## src/rtl/score_event_queue.sv

```systemverilog
// score_event_queue: captures per-type scoring events into small pending
// counters and issues at most one BCD score increment per cycle. Each
// increment is scaled by a combo multiplier that rises for rapid hits.
//
// Ports:
//   clk           system clock
//   reset         asynchronous active-high reset
//   startOfFrame  one-cycle pulse per video frame (combo timebase)
//   evt_req[3:0]  one-cycle event strobes, bit k = event type k
//   hold          keep capturing but issue nothing
//   flush         discard queue and end combo
//   add_en        one-cycle strobe: add add_value to the score
//   add_value     BCD increment {tens,ones}, valid while add_en=1
//   combo         current multiplier 1..3
//   drop_cnt      events lost to a full queue, saturates at 255
module score_event_queue #(
  parameter int unsigned COMBO_FRAMES = 30,
  parameter int unsigned PEND_MAX     = 3
) (
  input  logic       clk,
  input  logic       reset,
  input  logic       startOfFrame,
  input  logic [3:0] evt_req,
  input  logic       hold,
  input  logic       flush,
  output logic       add_en,
  output logic [7:0] add_value,
  output logic [1:0] combo,
  output logic [7:0] drop_cnt
);

  localparam int unsigned NTYPES = 4;
  localparam int unsigned PW     = 2;
  localparam int unsigned TW     = $clog2(COMBO_FRAMES + 1);
  localparam int unsigned DW     = 8;

  logic [NTYPES-1:0][PW-1:0] pend, pend_nxt;
  logic [TW-1:0]             timer;
  logic                      iss_v;
  logic [1:0]                iss_k;
  logic [1:0]                combo_new;
  logic [7:0]                val_new;
  logic [2:0]                ndrop;
  logic [DW:0]               drop_sum;
  logic [DW-1:0]             drop_nxt;
  logic                      win_open;

  // BCD increment for event type k at multiplier m
  function automatic logic [7:0] bcd_value(input logic [1:0] k, input logic [1:0] m);
    logic [7:0] v;
    case ({k, m})
      4'b00_01: v = 8'h01;
      4'b00_10: v = 8'h02;
      4'b00_11: v = 8'h03;
      4'b01_01: v = 8'h05;
      4'b01_10: v = 8'h10;
      4'b01_11: v = 8'h15;
      4'b10_01: v = 8'h10;
      4'b10_10: v = 8'h20;
      4'b10_11: v = 8'h30;
      4'b11_01: v = 8'h25;
      4'b11_10: v = 8'h50;
      4'b11_11: v = 8'h75;
      default:  v = 8'h00;
    endcase
    return v;
  endfunction

  assign win_open = (timer < TW'(COMBO_FRAMES));

  // Issue selection, combo step, capture/drop bookkeeping
  always_comb begin
    iss_v     = 1'b0;
    iss_k     = 2'd0;
    combo_new = 2'd1;
    val_new   = 8'h00;
    pend_nxt  = pend;
    ndrop     = 3'd0;
    drop_sum  = '0;
    drop_nxt  = drop_cnt;

    // Ascending scan so the highest non-empty type wins
    for (int k = 0; k < int'(NTYPES); k++) begin
      if (pend[k] != '0) begin
        iss_v = !hold && !flush;
        iss_k = 2'(k);
      end
    end

    if (win_open) combo_new = (combo == 2'd3) ? 2'd3 : combo + 2'd1;
    val_new = bcd_value(iss_k, combo_new);

    // Capture and issue of the same type in one cycle cancel out
    for (int k = 0; k < int'(NTYPES); k++) begin
      if (evt_req[k] && !(iss_v && iss_k == 2'(k))) begin
        if (pend[k] == PW'(PEND_MAX)) ndrop = ndrop + 3'd1;
        else                          pend_nxt[k] = pend[k] + PW'(1);
      end else if (!evt_req[k] && iss_v && iss_k == 2'(k)) begin
        pend_nxt[k] = pend[k] - PW'(1);
      end
    end

    drop_sum = {1'b0, drop_cnt} + (DW+1)'(ndrop);
    drop_nxt = drop_sum[DW] ? {DW{1'b1}} : drop_sum[DW-1:0];
  end

  // State and registered outputs; flush overrides capture and issue
  always_ff @(posedge clk or posedge reset) begin
    if (reset) begin
      pend      <= '0;
      add_en    <= 1'b0;
      add_value <= 8'h00;
      combo     <= 2'd1;
      timer     <= TW'(COMBO_FRAMES);
      drop_cnt  <= '0;
    end else if (flush) begin
      pend   <= '0;
      add_en <= 1'b0;
      combo  <= 2'd1;
      timer  <= TW'(COMBO_FRAMES);
    end else begin
      pend     <= pend_nxt;
      drop_cnt <= drop_nxt;
      add_en   <= iss_v;
      if (iss_v) begin
        combo     <= combo_new;
        add_value <= val_new;
        timer     <= '0;
      end else begin
        if (startOfFrame && win_open) timer <= timer + TW'(1);
        // Expired window shows x1 on the combo output
        if (!win_open) combo <= 2'd1;
      end
    end
  end

endmodule

```

## config.mk

```make
export PLATFORM = sky130hd
export DESIGN_NAME = score_event_queue
export DESIGN_NICKNAME = d
export VERILOG_FILES = /design/src/rtl/score_event_queue.sv
export SDC_FILE = /design/constraint.sdc
export NUM_CORES = 1
export LEC_CHECK = 0
export ABC_AREA = 1
export BUFFER_PORTS_ARGS = -buffer_cell sky130_fd_sc_hd__buf_2
export CORE_ASPECT_RATIO = 1.25
export CORE_MARGIN = 2
export CORE_UTILIZATION = 45
export CTS_BUF_LIST = sky130_fd_sc_hd__clkbuf_4 sky130_fd_sc_hd__clkbuf_8 sky130_fd_sc_hd__clkbuf_16
export CTS_CLUSTER_SIZE = 10
export DETAILED_ROUTE_END_ITERATION = 16
export PLACE_DENSITY = 0.65
export SETUP_SLACK_MARGIN = 0.05
export SLEW_MARGIN = 20
export SYNTH_ARGS = -nofsm -noshare
export SYNTH_HDL_FRONTEND = slang
export SYNTH_SLANG_ARGS = --single-unit
export TNS_END_PERCENT = 1
```

## constraint.sdc

```tcl
create_clock -name clk -period 4.9 [get_ports clk]
set_input_delay 0.245 -clock clk [delete_from_list [all_inputs] [get_ports clk]]
set_output_delay 0.245 -clock clk [all_outputs]
set_load 0.02 [all_outputs]
```

==> results_dict.tcl <==
set metrics [dict create \
    status "completed" \
    synth_fa_ha_area_share_pct 5.43 \
    grt_pass1_vias 1583 \
    cpPeakStageDelay_ns 0.39 \
    ys_types 38 \
    routabilityCongestion 0.857 \
    insertion_delay_ns 0.28 \
    cts_sinks 30 \
    dr.pass1.iters 4 \
    synth_area_um2 1980 \
    synth-simple-area-share_pct 31.9 \
    setup_viol 0 \
    ant_nets 0 \
    ios 28 \
    max-vdd-ir-drop_mv 0.138 \
    drc 0 \
    layout_setup_ws_ns 0.980 \
    ys_warn_count 0 \
    n_antenna_cell 0 \
    rsz0062_at_grt "false" \
    pre_cts_ws_ns 0.981 \
    yosys.area.top_type "dfrtp_1" \
    critical_path.max_fanout 6 \
    finalHoldViolCount 0 \
    drt-initial-drc-count 45 \
    drt_wl_total_um 3680 \
    post_cts_buffers 0 \
    clock.fmax_mhz 255 \
    finalCritPeriodShare_pct 80.0 \
    top_usage_layer "met2" \
    rows 27 \
    cts_root_buf "clkbuf_8" \
    avgRoutedWirePerCell_um 10.7 \
    clk_pin_slew_worst_paths_ns 0.07 \
    synth_edf_count 0 \
    numCtsBuffers 5 \
    yosysSeqAreaShare_pct 38.2 \
    power_w 0.000941 \
    via_count 1681 \
    synthMuxAreaShare_pct 0 \
    min_path_type "in2async" \
    grt_pass1_wl_um 6530 \
    required_ns 5.09 \
    overflow 0 \
    grt_usage_pct 16.5 \
    cts.htree.levels 2 \
    synth_compound_area_share_pct 12.2 \
    die_x_um 63.4 \
    avgSynthCellArea_um2 7.78 \
    yosysTopAreaCellShare_pct 31.5 \
    synth.most_common_cell "nand2_1" \
    fin_nets 302 \
    synthTopCellsByArea "dfrtp_1, nand2_1, dfstp_2" \
    power.leakage_nw 1.17 \
    hold_buffers 0 \
    port_buffers 25 \
    synth_xor_xnor_area_share_pct 2.65 \
    synth_commonest_cells "nand2_1, inv_1, dfrtp_1" \
    grt_use_met1_pct 19.2 \
    finalSetupTns_ns 0 \
    die_h_um 78.2 \
    worstPathArrival_ns 4.11 \
    crit_chain "inv_1 -> nand2_2 -> nor2_4 -> nand4_2 -> nand3_1 -> inv_1 -> ha_1 -> nand2_2 -> nand2_2 -> ha_1 -> nand2_1 -> nand2_2 -> ha_1 -> inv_1 -> o21ai_2 -> inv_2 -> fa_1 -> or2_1 -> nand2_1 -> nand3_1 -> nor2_1 -> nand3_1 -> o21ai_0" \
    async_flop_share_pct 100 \
    worst_setup_path_start_kind "register" \
    cts_buffer_depth 2 \
    start_util_pct 45.9 \
    grt.met3_usage_pct 3.15 \
    via_per_inst 4.89 \
    cts_tree "built" \
    final_max_slew_viol_count 0 \
    synth_top_family_by_area "simple AND/OR/NAND/NOR gates" \
    p_per_area_nw_per_um2 416 \
    core_area_um2 4320 \
    synth-main-ff-cell "dfrtp_1" \
    die-area_um2 4960 \
    synth-seq-cells 30 \
    layout_min_cycle_time_ns 3.92 \
    syn2layout_area_growth_pct 13.9 \
    syn_inst 255 \
    drive_gt1_share_pct 25.5 \
    maxCapViolations 0 \
    path_common_cell "nand2_2" \
    crit_family "simple AND/OR/NAND/NOR gates" \
    met2_usage_pct 29.2 \
    critPathCaptureType "register" \
    antenna_found_initial 0 \
    crit_path_top_delay_cell "dfrtp_1" \
    worst-path-buf-inv 4 \
    path_class "reg2reg" \
    place_hpwl_um 2820 \
    fin_skew_ns 0.00628 \
    crit_cells 23 \
    ctsResizeCount 0 \
    r2r_cells 23 \
    grt_max_degree 31 \
]
area by class of cell:
cell class                      instances  area (um2)
Fill cell                             458        2060
Multi-Input combinational cell        180        1040
Sequential cell                        30         757
Inverter                               42         158
Timing Repair Buffer                   26         133
Clock buffer                            8        97.6
Tap cell                               58        72.6
report_power, final:
part           internal [W]  switching, W  leakage [nW]  total [W]
clock network      0.000125     0.0000909        0.0523   0.000216
logic              0.000125      0.000231         0.758   0.000356
registers          0.000316     0.0000526         0.360   0.000368
worst register-to-register path, delay by kind of cell, from the launching register on:
kind / cells / cell delay (ns)
buffers and inverters: 4 / 0.22
flip-flops: 1 / 0.39
adder cells (fa/ha/maj): 4 / 1.23
AND/OR/NAND/NOR: 13 / 1.69
AO/OA/AOI/OAI: 2 / 0.30
cells in the final DEF (no fill, tap or decap), types with 3 or more instances in the layout:
master and count:
inv_2 7, o21ai_0 18, nand2_1 56, clkbuf_8 6, ha_1 7, buf_2 25, dfstp_2 5, dfrtp_1 25
inv_1 34, nand3_1 24, nand2_2 8, xnor2_1 3, nor2_4 5, xor2_1 3, a21oi_1 9, nor2_1 15
nor2_2 3
worst paths after layout:
check / end / slack [ns] / from
max: drop_cnt[0] / 0.98 / pend[7]
min: drop_cnt[5] / 0.03 / reset
max reg2reg: drop_cnt[0] / 0.98 / pend[7]
min reg2reg: add_value[5] / 0.47 / add_value[5]
max in group asynchronous: combo[0] / 4.55 / reset
min in group clk: add_value[5] / 0.28 / hold
stage by stage:
stage	hold WS, ns	instance area [um2]	util (%)	cells
final	0.0280	2260	52.3	344
after global routing	0.0657	2260	52.3	344
after CTS	0.0370	2260	52.3	344
after detailed placement	0.344	2160	50.0	336
after global placement	0.340	2160	50.0	336
after floorplan	0.332	1990	-	256
state kept, by name, indices dropped and copies added (netlist names):
name	count
add_en	1
pend	8
combo	2
timer	5
drop_cnt	8
add_value	6
routing by layer:
layer	up-vias	part of all wire [%]
li1	872	-
met3	5	3.0
met2	27	49
met5	-	0
met1	777	46
met4	0	1.7
kinds of logic (layout without fill, tap and decap cells):
family	after synthesis	in the layout
AND/OR/NAND/NOR	124	124
other	1	2
flip-flops	30	30
XOR/XNOR	6	6
buffers and inverters	46	76
adder cells (fa/ha/maj)	8	8
AO/OA/AOI/OAI	40	40
No activity file was read; power rests on OpenSTA's default activity.
